File: src/rtl/matrix_row_driver.sv
// Row driver for a 5-column LED matrix with mirrored column pairs.
// Define MATRIX_ROW_ACTIVE_LOW_EN for inverted (active-low) row outputs.
module matrix_row_driver #(
   parameter int ROWS         = 7,
   parameter int BLANK_CYCLES = 2
) (
   input  logic                clock,
   input  logic                reset,
   input  logic [2:0]          col,
   input  logic                load_valid,
   input  logic [3*ROWS-1:0]   load_data,
   output logic                load_ready,
   output logic [ROWS-1:0]     row,
   output logic                frame_start,
   output logic                blanking
);

   localparam int CW = (BLANK_CYCLES > 1) ? $clog2(BLANK_CYCLES) : 1;
   localparam logic [CW-1:0] RELOAD =
      CW'((BLANK_CYCLES > 0) ? BLANK_CYCLES - 1 : 0);

   typedef enum logic [1:0] {
      IDLE,
      BLANK,
      DRIVE
   } state_t;

   state_t              state;
   state_t              state_d;
   logic [CW-1:0]       cnt;
   logic [CW-1:0]       cnt_d;
   logic [2:0]          col_q;
   logic [3*ROWS-1:0]   active;
   logic [3*ROWS-1:0]   active_d;
   logic [3*ROWS-1:0]   shadow;
   logic                pending;
   logic [ROWS-1:0]     row_q;
   logic [ROWS-1:0]     row_d;
   logic                valid;
   logic                change;
   logic                boundary;
   logic                accept;
   logic                swap;

   function automatic logic [ROWS-1:0] pick(
      input logic [3*ROWS-1:0] pat,
      input logic [2:0]        c
   );
      pick = '0;
      unique case (1'b1)
         c[2]:    pick = pat[2*ROWS +: ROWS];
         c[1]:    pick = pat[ROWS +: ROWS];
         c[0]:    pick = pat[0 +: ROWS];
         default: pick = '0;
      endcase
   endfunction

   assign valid      = $onehot(col);
   assign change     = valid && (col != col_q);
   assign boundary   = change && (col == 3'b100);
   assign accept     = load_valid && !pending;
   assign swap       = boundary && pending;
   assign load_ready = !pending;
   assign blanking   = (state != DRIVE);
   assign active_d   = swap ? shadow : active;

   always_comb begin
      state_d = state;
      cnt_d   = cnt;
      row_d   = '0;
      if (!valid) begin
         state_d = IDLE;
      end else begin
         case (state)
            IDLE, DRIVE: begin
               if (change) begin
                  state_d = (BLANK_CYCLES == 0) ? DRIVE : BLANK;
                  cnt_d   = RELOAD;
               end
            end
            BLANK: begin
               if (change) begin
                  cnt_d = RELOAD;
               end else if (cnt == '0) begin
                  state_d = DRIVE;
               end else begin
                  cnt_d = cnt - CW'(1);
               end
            end
            default: state_d = IDLE;
         endcase
      end
      // Row data is taken from the post-edge column and buffer so that
      // a swap and the first driven slice line up on the same clock.
      if (state_d == DRIVE) begin
         row_d = pick(active_d, col);
      end
   end

   always_ff @(posedge clock) begin
      if (reset) begin
         state       <= IDLE;
         cnt         <= '0;
         col_q       <= '0;
         active      <= '0;
         shadow      <= '0;
         pending     <= 1'b0;
         row_q       <= '0;
         frame_start <= 1'b0;
      end else begin
         state       <= state_d;
         cnt         <= cnt_d;
         col_q       <= col;
         row_q       <= row_d;
         frame_start <= boundary;
         if (swap) begin
            active  <= shadow;
            pending <= 1'b0;
         end else if (accept) begin
            shadow  <= load_data;
            pending <= 1'b1;
         end
      end
   end

`ifdef MATRIX_ROW_ACTIVE_LOW_EN
   assign row = ~row_q;
`else
   assign row = row_q;
`endif

endmodule

File: config.mk
export PLATFORM = sky130hd
export DESIGN_NAME = matrix_row_driver
export DESIGN_NICKNAME = d
export VERILOG_FILES = /design/src/rtl/matrix_row_driver.sv
export SDC_FILE = /design/constraint.sdc
export NUM_CORES = 1
export LEC_CHECK = 0
export CAP_MARGIN = 20
export CORE_MARGIN = 5
export CORE_UTILIZATION = 50
export DETAILED_ROUTE_END_ITERATION = 8
export PLACE_DENSITY_LB_ADDON = 0.05
export SLEW_MARGIN = 25
export SYNTH_ARGS = -nofsm -noshare
export SYNTH_HDL_FRONTEND = slang
export SYNTH_SLANG_ARGS = --single-unit
File: constraint.sdc
create_clock -name clock -period 2.1 [get_ports clock]
set_input_delay 0.21 -clock clock [delete_from_list [all_inputs] [get_ports clock]]
set_output_delay 0.21 -clock clock [all_outputs]
set_load 0.05 [all_outputs]
# Word-level counts from Yosys, hierarchy flattened
# Cells that the tools add are included.
# totals
latch_bits,0
mem_bits_ro,0
reg_bits,57
in_bits,27
mem_count,0
mem_bits_rw,0
# classes
n_lt_le_gt_ge,0
div_mod_pow,0
shift,0
n_eq_ne,8
mul,0
muxes,11
reduce_logical,12
bitwise_logic,2
add_sub_neg,3
# op_table
op,count
two-way mux 21 bit,1
case mux 7 bit (3 select lines),1
two-way mux 2 bit,4
OR reduction 2 bit,3
"== test 2 x 1 -> 1 bit, second input constant",2
"== test 2 bit, second input constant",2
logical AND 1 bit,4
"!= test 2 bit, second input constant",2
case mux 2 bit (2 select lines),1
"== test 3 bit, second input constant",1
two-way mux 1 bit,3
!= test 3 bit,1
AND reduction 3 bit,1
adder 1 x 1 -> 2 bit,1
adder 2 x 1 -> 2 bit,1
logical NOT 2 bit,1
inverter 1 bit,2
case mux 1 bit (2 select lines),1
AND reduction 2 bit,1
nonzero test 2 bit,1
logical NOT 1 bit,1
"subtractor 1 bit, second input constant",1

# Longest topological paths before layout
# Gate-level depths: netlist (run 1).
# logic_depth
word_depth,10
depth_mapped,7

# Worst setup path before layout (run 1)
# Ideal clock, no wire load.
# synth_timing
path_type,input-to-reg
from,in col[0]
to,reg row_q[0] (netlist: row[0])
setup_ps,135
required_time_ps,1965
t_arrival_ps,1622
path_stages,7
slack_ps,343
path_buffers,1
path_cell_list,fa_1 -> nand2b_1 -> a31oi_4 -> nand2_1 -> buf_6 -> mux2i_1 -> o221ai_1
# synth_between
elab_chain_cells,10
# synth_lines
element,line,source
start: declaration,9,"input logic [2:0] col,"
adder 1 x 1 -> 2 bit (not written as such),58,assign valid = $onehot(col);
adder 2 x 1 -> 2 bit (not written as such),58,
== test 2 x 1 -> 1 bit,58,
logical AND 1 bit,59,assign change = valid && (col != col_q);
two-way mux 2 bit (on tied branches),"82, 76",
case mux 2 bit (2 select lines),74,case (state)
two-way mux 2 bit,71,if (!valid) begin
== test 2 bit,95,if (state_d == DRIVE) begin
inverter 1 bit (no line),n/a,
OR reduction 2 bit (no line),n/a,
end signal: assignment,114,row_q <= row_d;
end: declaration,37,logic [ROWS-1:0] row_q;
# Several ways; a longest one is shown, not always the timed one.
# A chain may end at the register's enable or synchronous reset.

# Final worst setup path (run 1)
# layout_timing
from,in col[0]
to,reg row_q[4] (netlist: row[4])
# The elaborated chain is that of the path after synthesis.

==> impl_metrics.json, run 1 <==
{
  "status": "finished clean",
  "required_ns": 2.35,
  "crit_fanout": 4,
  "power.switching_w": 0.000527,
  "grt_pass1_vias": 1624,
  "setup-violations-final": 0,
  "synth-edff-count": 0,
  "period_minus_slack_ns": 1.98,
  "htree_levels": 3,
  "utilization_pct": 66.4,
  "clkTransAtPathRegs_ns": 0.06,
  "fmax_mhz": 506,
  "slew_headroom_pct": 66.9,
  "synth_top_cells_by_area": "dfxtp_1 53%, nand2_1 8.1%, mux2i_1 5.1%",
  "post_cts_buffers": 0,
  "netSwitchingFraction_pct": 22.7,
  "clock_tree.root_cell": "clkbuf_8",
  "fin_cells": 342,
  "critical_path_class": "input port to flop",
  "antenna_cells": 0,
  "rows": 24,
  "placedInstanceArea_um2": 2640,
  "hpwl_mm": 3.27,
  "synth_top_family_by_area": "simple AND/OR/NAND/NOR gates",
  "wire_per_inst_um": 13.8,
  "finalCritPeriodShare_pct": 94.1,
  "num_io_pins": 37,
  "p_leak_nw": 1.12,
  "yosysWarnings": 0,
  "grt.overflow.total": 0,
  "core_um2": 4260,
  "cts.sinks": 57,
  "final_area_um2": 2830,
  "place_congestion": 0.772,
  "worstHoldPathType": "input port to flop",
  "clock_skew_ns": 0.00634,
  "cts_max_path_buffers": 2,
  "wl_mm": 4.73,
  "netlist_instances": 241,
  "holdWs_ns": 0.427,
  "die_y_um": 75.8,
  "grt_usage_pct": 18.4,
  "async_flop_share_pct": 0,
  "max-cap-violations": 0,
  "fill_cells": 353,
  "die_w_um": 75.8,
  "synth_top_area_cell": "dfxtp_1",
  "p_per_area_nw_per_um2": 819,
  "report.power.total_w": 0.00232,
  "worstMarginPinSlew_ns": 0.495,
  "arrival_ns": 2.23,
  "ys_ff_latch": 57,
  "antenna_left": 0,
  "via_per_inst": 5.16,
  "yosys.area_share.adder_pct": 0.924,
  "synth.cell_area_um2": 2170,
  "drt-pass1-iter-count": 4,
  "end_kind": "flop",
  "drive_gt1_share_pct": 11.4,
  "muxShareOfSynthArea_pct": 5.08,
  "ys.flop_type": "dfxtp_1",
  "placed_cells": 326,
  "ys_seq_area_share_pct": 52.7,
  "p_seq_share_pct": 48.8,
  "tritoncts": "built",
  "die-area_um2": 5750,
  "synth_xor_xnor_area_share_pct": 1.21,
  "post_synth_num_cell_types": 29,
  "p_clk_share_pct": 41.9,
  "synth-compound-area-share_pct": 17.1,
  "synth_fp_nets": 269,
  "syn_avg_cell_area_um2": 8.99,
  "io_buffer_count": 36,
  "netlist.area_leader.share_pct": 52.7,
  "remaining_drc_errors": 0,
  "final-hold-violation-count": 0,
  "intPower_w": 0.00179,
  "combPwrFrac_pct": 9.3,
  "synth-simple-area-share_pct": 19.0,
  "cts_buffers": 9,
  "rsz0062_at_grt": "no",
  "start_kind": "input port",
  "grt_start_max_net_pins": 27,
  "insertion_delay_ns": 0.33,
  "drv_slew": 0,
  "drtIter0Drc": 92,
  "peakVddDrop_mv": 0.517,
  "start_util_pct": 50.8,
  "vias": 1766,
  "synthToLayoutAreaGrowth_pct": 30.7,
  "grt_pass1_wl_mm": 7.63,
  "nets": 313,
  "grt_antenna_before_repair": 0
}
## stage by stage
stage                     TNS [ns]  setup slack [ns]
after floorplan                  0             0.343
after global placement       -2.02            -0.193
after detailed placement     -2.71            -0.206
after CTS                        0             0.150
after global routing             0          0.000889
final                            0             0.123
## worst max-delay path: stages
cell and delay, ns:
clkdlybuf4s50_1 0.45, fa_1 0.55, nand2b_1 0.10, buf_4 0.17, a211oi_2 0.22, and2_2 0.20
nand2_1 0.14, o221ai_2 0.20
## logic make-up (layout without fill, tap and decap cells)
family / count (synthesis) / in the layout
adder cells (fa/ha/maj): 1 / 1
AO/OA/AOI/OAI: 55 / 55
buffers and inverters: 20 / 69
AND/OR/NAND/NOR: 94 / 94
multiplexers: 11 / 11
XOR/XNOR: 3 / 3
flip-flops: 57 / 57
## routing by layer
metal  up-vias  wire length [um]  track usage, %
met2        33              2100            27.1
met5         -                 0               0
met1       799              2270            23.5
met3         8               272            5.54
met4         0                92            11.1
li1        926                 -               -
## state kept, by name (all words and copies together) (netlist names)
register,flops
shadow,21
row,7
pending,1
active,21
col_q,3
frame_start,1
cnt,1
state,2
## synthesized netlist by cell type, types with 2 or more instances
| master | n |
|---|---|
| nand4_1 | 10 |
| o221ai_1 | 4 |
| nand2_1 | 47 |
| mux2i_1 | 11 |
| a21oi_1 | 21 |
| a31oi_1 | 10 |
| nor2_1 | 25 |
| a21boi_0 | 11 |
| dfxtp_1 | 57 |
| xnor2_1 | 3 |
| nand2b_1 | 2 |
| o211ai_1 | 3 |
| inv_1 | 2 |
| and3_1 | 2 |
| clkbuf_1 | 12 |
| nor2b_1 | 4 |
| a211oi_1 | 2 |
| buf_2 | 4 |
## layout make-up
type,instances,area [um2],area share (%)
inverter,2,7.51,0.265
multi-input combinational,164,945,33.3
tap,52,65.1,2.30
sequential,57,1140,40.3
timing repair buffer,51,485,17.1
clock inverter,3,40.0,1.41
clock buffer,13,149,5.26
## power by group through the flow
stage	Combinational [W]	Clock (W)	Sequential [W]
final	0.000215	0.000972	0.00113
after global routing	0.000237	0.00104	0.00114
after CTS	0.000216	0.000991	0.00113
after detailed placement	0.000215	0	0.00116
after global placement	0.000212	0	0.00116
after floorplan	0.000117	0	0.00115
## what timing repair did
item / in CTS / in global routing
hold buffers: 0 / 0
gates resized for setup: 0 / 1
endpoints found under the setup margin: 0 / 1
## placed cells by master, fill, tap and decap left out
master | netlist | routed
xnor2_1 | 3 | 3
nor2b_1 | 4 | 4
a21boi_0 | 11 | 11
mux2i_1 | 11 | 11
fa_1 | 1 | 1
clkinv_2 | 0 | 2
nand4_1 | 10 | 10
a2111oi_0 | 1 | 1
a31oi_4 | 1 | 1
o221ai_1 | 4 | 3
bufinv_16 | 0 | 1
or3b_1 | 1 | 1
a31oi_1 | 10 | 10
nor2_1 | 25 | 25
o221ai_2 | 0 | 1
a211oi_1 | 2 | 2
nand2_2 | 1 | 1
buf_12 | 0 | 1
nand2_1 | 47 | 47
and3_1 | 2 | 2
buf_4 | 0 | 14
clkbuf_1 | 12 | 3
dfxtp_1 | 57 | 57
nand2b_1 | 2 | 2
o211ai_1 | 3 | 3
nor4_1 | 1 | 1
a21oi_1 | 21 | 21
clkdlybuf4s50_1 | 0 | 36
a211oi_2 | 1 | 1
clkbuf_8 | 0 | 10
o21ai_0 | 1 | 1
and2_2 | 1 | 1
inv_1 | 2 | 2
## path summary, 6_finish.rpt
kind / startpoint / endpoint / slack [ns] / depth (start not counted)
max: col[0] / row[4]$_SDFF_PP0_ / 0.12 / 8
min reg2reg: shadow[9]$_SDFFE_PP0P_ / shadow[9]$_SDFFE_PP0P_ / 0.46 / 2
max reg2reg: state[0]$_SDFF_PP0_ / row[4]$_SDFF_PP0_ / 0.48 / 5
min: load_data[3] / shadow[3]$_SDFFE_PP0P_ / 0.43 / 3
Power figures use the tool's default switching activity.
==> run 2, diff against run 1 <==
Settings changed: MAX_ROUTING_LAYER from default to met4, PLACE_DENSITY from default to 0.87, PLACE_DENSITY_LB_ADDON 0.05 to default.
==> run 2 against run 1 <==
Register-to-register slack worse by 0.02 ns. First-iteration DRC count is 68% higher. Sequential power about the same. Worst hold slack better by 0.0021 ns. Worst setup slack worse by 0.034 ns. Die area unchanged. Cell count is 1.2% lower. Total power decreased by 8.3%. Sequential share of layout area is 0.95 points higher. Clock power down 20%.
==> impl_metrics.json, run 2 (synthesized netlist as in run 1, its figures left out) <==
{
  "hpwl_mm": 3.16,
  "io_buffer_count": 36,
  "drive_gt1_share_pct": 9.44,
  "die-area_um2": 5750,
  "drt-pass1-iter-count": 4,
  "arrival_ns": 2.20,
  "end_kind": "flop",
  "place_congestion": 0.856,
  "wl_mm": 4.61,
  "grt_start_max_net_pins": 50,
  "crit_fanout": 15,
  "clock_skew_ns": 0.00595,
  "insertion_delay_ns": 0.33,
  "max-cap-violations": 0,
  "start_kind": "input port",
  "remaining_drc_errors": 0,
  "layout_common_cells": "57 x dfxtp_1, 47 x nand2_1, 36 x clkdlybuf4s50_1",
  "peakVddDrop_mv": 0.456,
  "num_io_pins": 37,
  "clock_tree.root_cell": "clkbuf_8",
  "setup-violations-final": 0,
  "grt.overflow.total": 0,
  "status": "finished clean",
  "die_w_um": 75.8,
  "p_leak_nw": 1.09,
  "cts.sinks": 57,
  "drv_slew": 0,
  "fmax_mhz": 497,
  "worstMarginPinSlew_ns": 0.744,
  "vias": 1753,
  "required_ns": 2.29,
  "drtIter0Drc": 155,
  "ctsHoldBuffers": 0,
  "r2r_slack_ns": 0.46,
  "grt_usage_pct": 18.6,
  "rr_worst_depth": 6,
  "rows": 24,
  "tritoncts": "built",
  "utilization_pct": 64.9,
  "worst_slack_ns": 0.0899,
  "antenna_cells": 0,
  "whs_path_depth": 3,
  "fill_cells": 363,
  "grt_pass1_wl_mm": 7.54,
  "core_um2": 4260,
  "start_util_pct": 50.8,
  "fin_tns_setup_ns": 0,
  "final_common_cell": "dfxtp_1",
  "grt_antenna_before_repair": 0,
  "dp_slack_ns": -0.251,
  "report.power.total_w": 0.00213,
  "holdWs_ns": 0.429,
  "clkTransAtPathRegs_ns": 0.06,
  "worstHoldPathType": "input port to flop",
  "wire_per_inst_um": 13.6,
  "rsz0062_at_grt": "no",
  "grt_pass1_vias": 1660,
  "cts_max_path_buffers": 2,
  "p_per_area_nw_per_um2": 769,
  "critical_path_class": "input port to flop",
  "final-hold-violation-count": 0,
  "via_per_inst": 5.19,
  "slew_headroom_pct": 50.3,
  "period_minus_slack_ns": 2.01,
  "synthToLayoutAreaGrowth_pct": 27.7,
  "antenna_left": 0,
  "nets": 311,
  "die_y_um": 75.8,
  "htree_levels": 3,
  "cts_buffers": 9,
  "finalCritPeriodShare_pct": 95.7
}
==> run 2: cell count changes in the layout (fill, tap and decap cells not counted) <==
cell	change
buf_4	-2
and2_4	+1
o221ai_1	+1
clkbuf_8	-1
o221ai_2	-1
clkinv_2	-1
and2_2	-1
bufinv_16	-1
clkbuf_1	+1
==> run 2: what timing repair did <==
item	CTS	global route
resized for setup	0	1
buffers inserted	0	0
setup endpoints to repair	0	2
==> run 2: layout make-up <==
| type | count | area, um2 | area share [%] |
|---|---|---|---|
| clock inverter | 1 | 5.00 | 0.181 |
| clock buffer | 13 | 139 | 5.02 |
| tap | 52 | 65.1 | 2.35 |
| inverter | 2 | 7.51 | 0.271 |
| sequential | 57 | 1140 | 41.2 |
| timing repair buffer | 49 | 470 | 17.0 |
| multi-input combinational | 164 | 940 | 34.0 |
==> run 2: layer usage <==
| layer | GRT usage [%] | vias up | wire (um) |
|---|---|---|---|
| li1 | - | 914 | - |
| met1 | 21.5 | 787 | 2100 |
| met2 | 28.2 | 36 | 2120 |
| met3 | 4.75 | 16 | 221 |
| met4 | 12.6 | 0 | 166 |
| met5 | - | - | 0 |
==> run 2: per-stage QoR <==
step                      instance area [um2]  cells
after CTS                                2770    338
after global routing                     2770    338
after floorplan                          2170    241
after detailed placement                 2620    324
final                                    2770    338
after global placement                   2620    324
==> run 2: worst paths after layout <==
check	from	to
min	load_data[5]	shadow[5]$_SDFFE_PP0P_
max	col[0]	row[0]$_SDFF_PP0_
max reg2reg	col_q[0]$_SDFF_PP0_	row[0]$_SDFF_PP0_
min reg2reg	shadow[2]$_SDFFE_PP0P_	shadow[2]$_SDFFE_PP0P_
==> run 2: report_power, final <==
part	switching (W)	leakage (nW)	internal (W)
Combinational	0.000113	0.548	0.000102
Clock	0.000366	0.0733	0.000414
Sequential	0.0000191	0.464	0.00111
==> run 2: critical path, cell delays in order <==
cell and delay [ns]:
clkdlybuf4s50_1 0.46, fa_1 0.58, nand2b_1 0.11, a31oi_4 0.17, buf_4 0.22, a21boi_0 0.17, nand4_1 0.15, o221ai_1 0.12
==> run 3, diff against run 2 <==
Settings changed: CAP_MARGIN 20 to default, DONT_BUFFER_PORTS from default to 1, PLACE_DENSITY 0.87 to 0.76.
==> run 3 against run 2 <==
Global-route usage up 0.31 points. Worst hold slack worse by 0.42 ns. Combinational power down 25%. Non-clock buffer count down 26. Clock power up 37%. Via count down 3.1%. Cell count down 7.1%. Flip-flop and latch count unchanged. Sequential power about the same. Critical path depth down 3. Cell area down 6.5%.
==> impl_metrics.json, run 3 (synthesized netlist as in run 1, its figures left out) <==
{
  "max-cap-violations": 0,
  "placed_cells": 283,
  "vias": 1698,
  "clkTransAtPathRegs_ns": 0.07,
  "critical_path_class": "flop to flop",
  "worstHoldPathType": "input port to flop",
  "fin_tns_setup_ns": 0,
  "crit_fanout": 7,
  "post_cts_buffers": 0,
  "setup-violations-final": 0,
  "fmax_mhz": 613,
  "worst_slack_ns": 0.469,
  "wl_mm": 4.60,
  "dp_slack_ns": 0.187,
  "cts_max_path_buffers": 2,
  "peakVddDrop_mv": 0.582,
  "arrival_ns": 1.88,
  "clock_tree.root_cell": "clkbuf_8",
  "die_y_um": 75.8,
  "synthToLayoutAreaGrowth_pct": 19.4,
  "insertion_delay_ns": 0.33,
  "p_per_area_nw_per_um2": 914,
  "drive_gt1_share_pct": 11.1,
  "worstMarginPinSlew_ns": 0.522,
  "grt.overflow.total": 0,
  "grt.met1_usage_pct": 23.9,
  "drt-pass1-iter-count": 4,
  "final-hold-violation-count": 0,
  "drtIter0Drc": 167,
  "remaining_drc_errors": 0,
  "max_stage_delay_ns": 0.38,
  "die-area_um2": 5750,
  "cts_buffers": 9,
  "hpwl_mm": 3.01,
  "slew_headroom_pct": 65.2,
  "cts.sinks": 57,
  "grt_start_max_net_pins": 50,
  "met3_usage_pct": 8.18,
  "grt_pass1_wl_mm": 7.62,
  "core_um2": 4260,
  "place_congestion": 0.760,
  "post_cts_resized": 0,
  "finalCritPeriodShare_pct": 77.7,
  "p_leak_nw": 1.02,
  "required_ns": 2.35,
  "crit_slowest_cell": "dfxtp_1",
  "fin_cells": 314,
  "fill_cells": 390,
  "die_w_um": 75.8,
  "busiest_layer": "met2",
  "layout_common_cells": "57 x dfxtp_1, 47 x nand2_1, 25 x nor2_1",
  "nets": 285,
  "antenna_left": 0,
  "tritoncts": "built",
  "final_common_cell": "dfxtp_1",
  "grt_antenna_before_repair": 0,
  "period_minus_slack_ns": 1.63,
  "rows": 24,
  "rsz0062_at_grt": "no",
  "num_io_pins": 37,
  "start_util_pct": 50.8,
  "clock_skew_ns": 0.00672,
  "htree_levels": 3,
  "drv_slew": 0,
  "antenna_cells": 0,
  "start_kind": "flop",
  "io_buffer_count": 0,
  "met2_usage_pct": 26.5,
  "wire_per_inst_um": 14.7,
  "grt_pass1_vias": 1561,
  "crit_chain": "or3b_1 -> a211oi_2 -> and2_2 -> nand2_2 -> o211ai_1",
  "end_kind": "flop",
  "via_per_inst": 5.41,
  "grt_usage_pct": 19.0,
  "status": "finished clean"
}
-- run 3: stage by stage --
step | util, % | total power [W] | area, um2 | hold slack, ns
6_report | 60.7 | 0.00237 | 2590 | 0.0115
5_1_grt | 60.7 | 0.00247 | 2590 | 0.00453
4_1_cts | 60.7 | 0.00239 | 2590 | 0.000334
3_5_place_dp | 51.9 | 0.00128 | 2210 | 0.288
3_3_place_gp | 51.9 | 0.00128 | 2210 | 0.285
2_1_floorplan | - | 0.00127 | 2170 | 0.302
-- run 3: critical path, delay by kind of cell (launching register included) --
family           cells  cell delay, ns
flip-flops           1            0.38
AO/OA/AOI/OAI        2            0.47
AND/OR/NAND/NOR      3            0.70
-- run 3: layer usage --
metal	routed length [um]	vias up	part of all wire, %
li1	-	864	-
met1	2150	793	47
met2	2120	37	46
met3	276	4	6.0
met4	57	0	1.2
met5	0	-	0
-- run 3: worst paths after layout --
kind / startpoint / end / slack, ns / depth (start not counted)
min: load_data[15] / shadow[15]$_SDFFE_PP0P_ / 0.01 / 2
min reg2reg: shadow[8]$_SDFFE_PP0P_ / shadow[8]$_SDFFE_PP0P_ / 0.46 / 2
max: state[0]$_SDFF_PP0_ / row[6]$_SDFF_PP0_ / 0.47 / 5
max reg2reg: state[0]$_SDFF_PP0_ / row[6]$_SDFF_PP0_ / 0.47 / 5
-- run 3: cell type report --
class / instances / area, um2 / share of cell area [%]
Clock buffer: 12 / 165 / 6.38
Multi-Input combinational cell: 164 / 938 / 36.3
Clock inverter: 4 / 50.0 / 1.93
Inverter: 2 / 7.51 / 0.290
Timing Repair Buffer: 23 / 220 / 8.51
Sequential cell: 57 / 1140 / 44.1
Tap cell: 52 / 65.1 / 2.51
-- run 3: timing repair --
action | CTS | global route
hold buffers | 15 | 0
setup endpoints to repair | 0 | 0
endpoints found under the hold margin | 49 | 0
-- run 3: report_power, final --
part	total [W]	leakage [nW]	switching (W)	internal, W
Combinational	0.000163	0.449	0.0000965	0.0000665
Sequential	0.00113	0.464	0.0000210	0.00111
Clock	0.00107	0.105	0.000425	0.000642
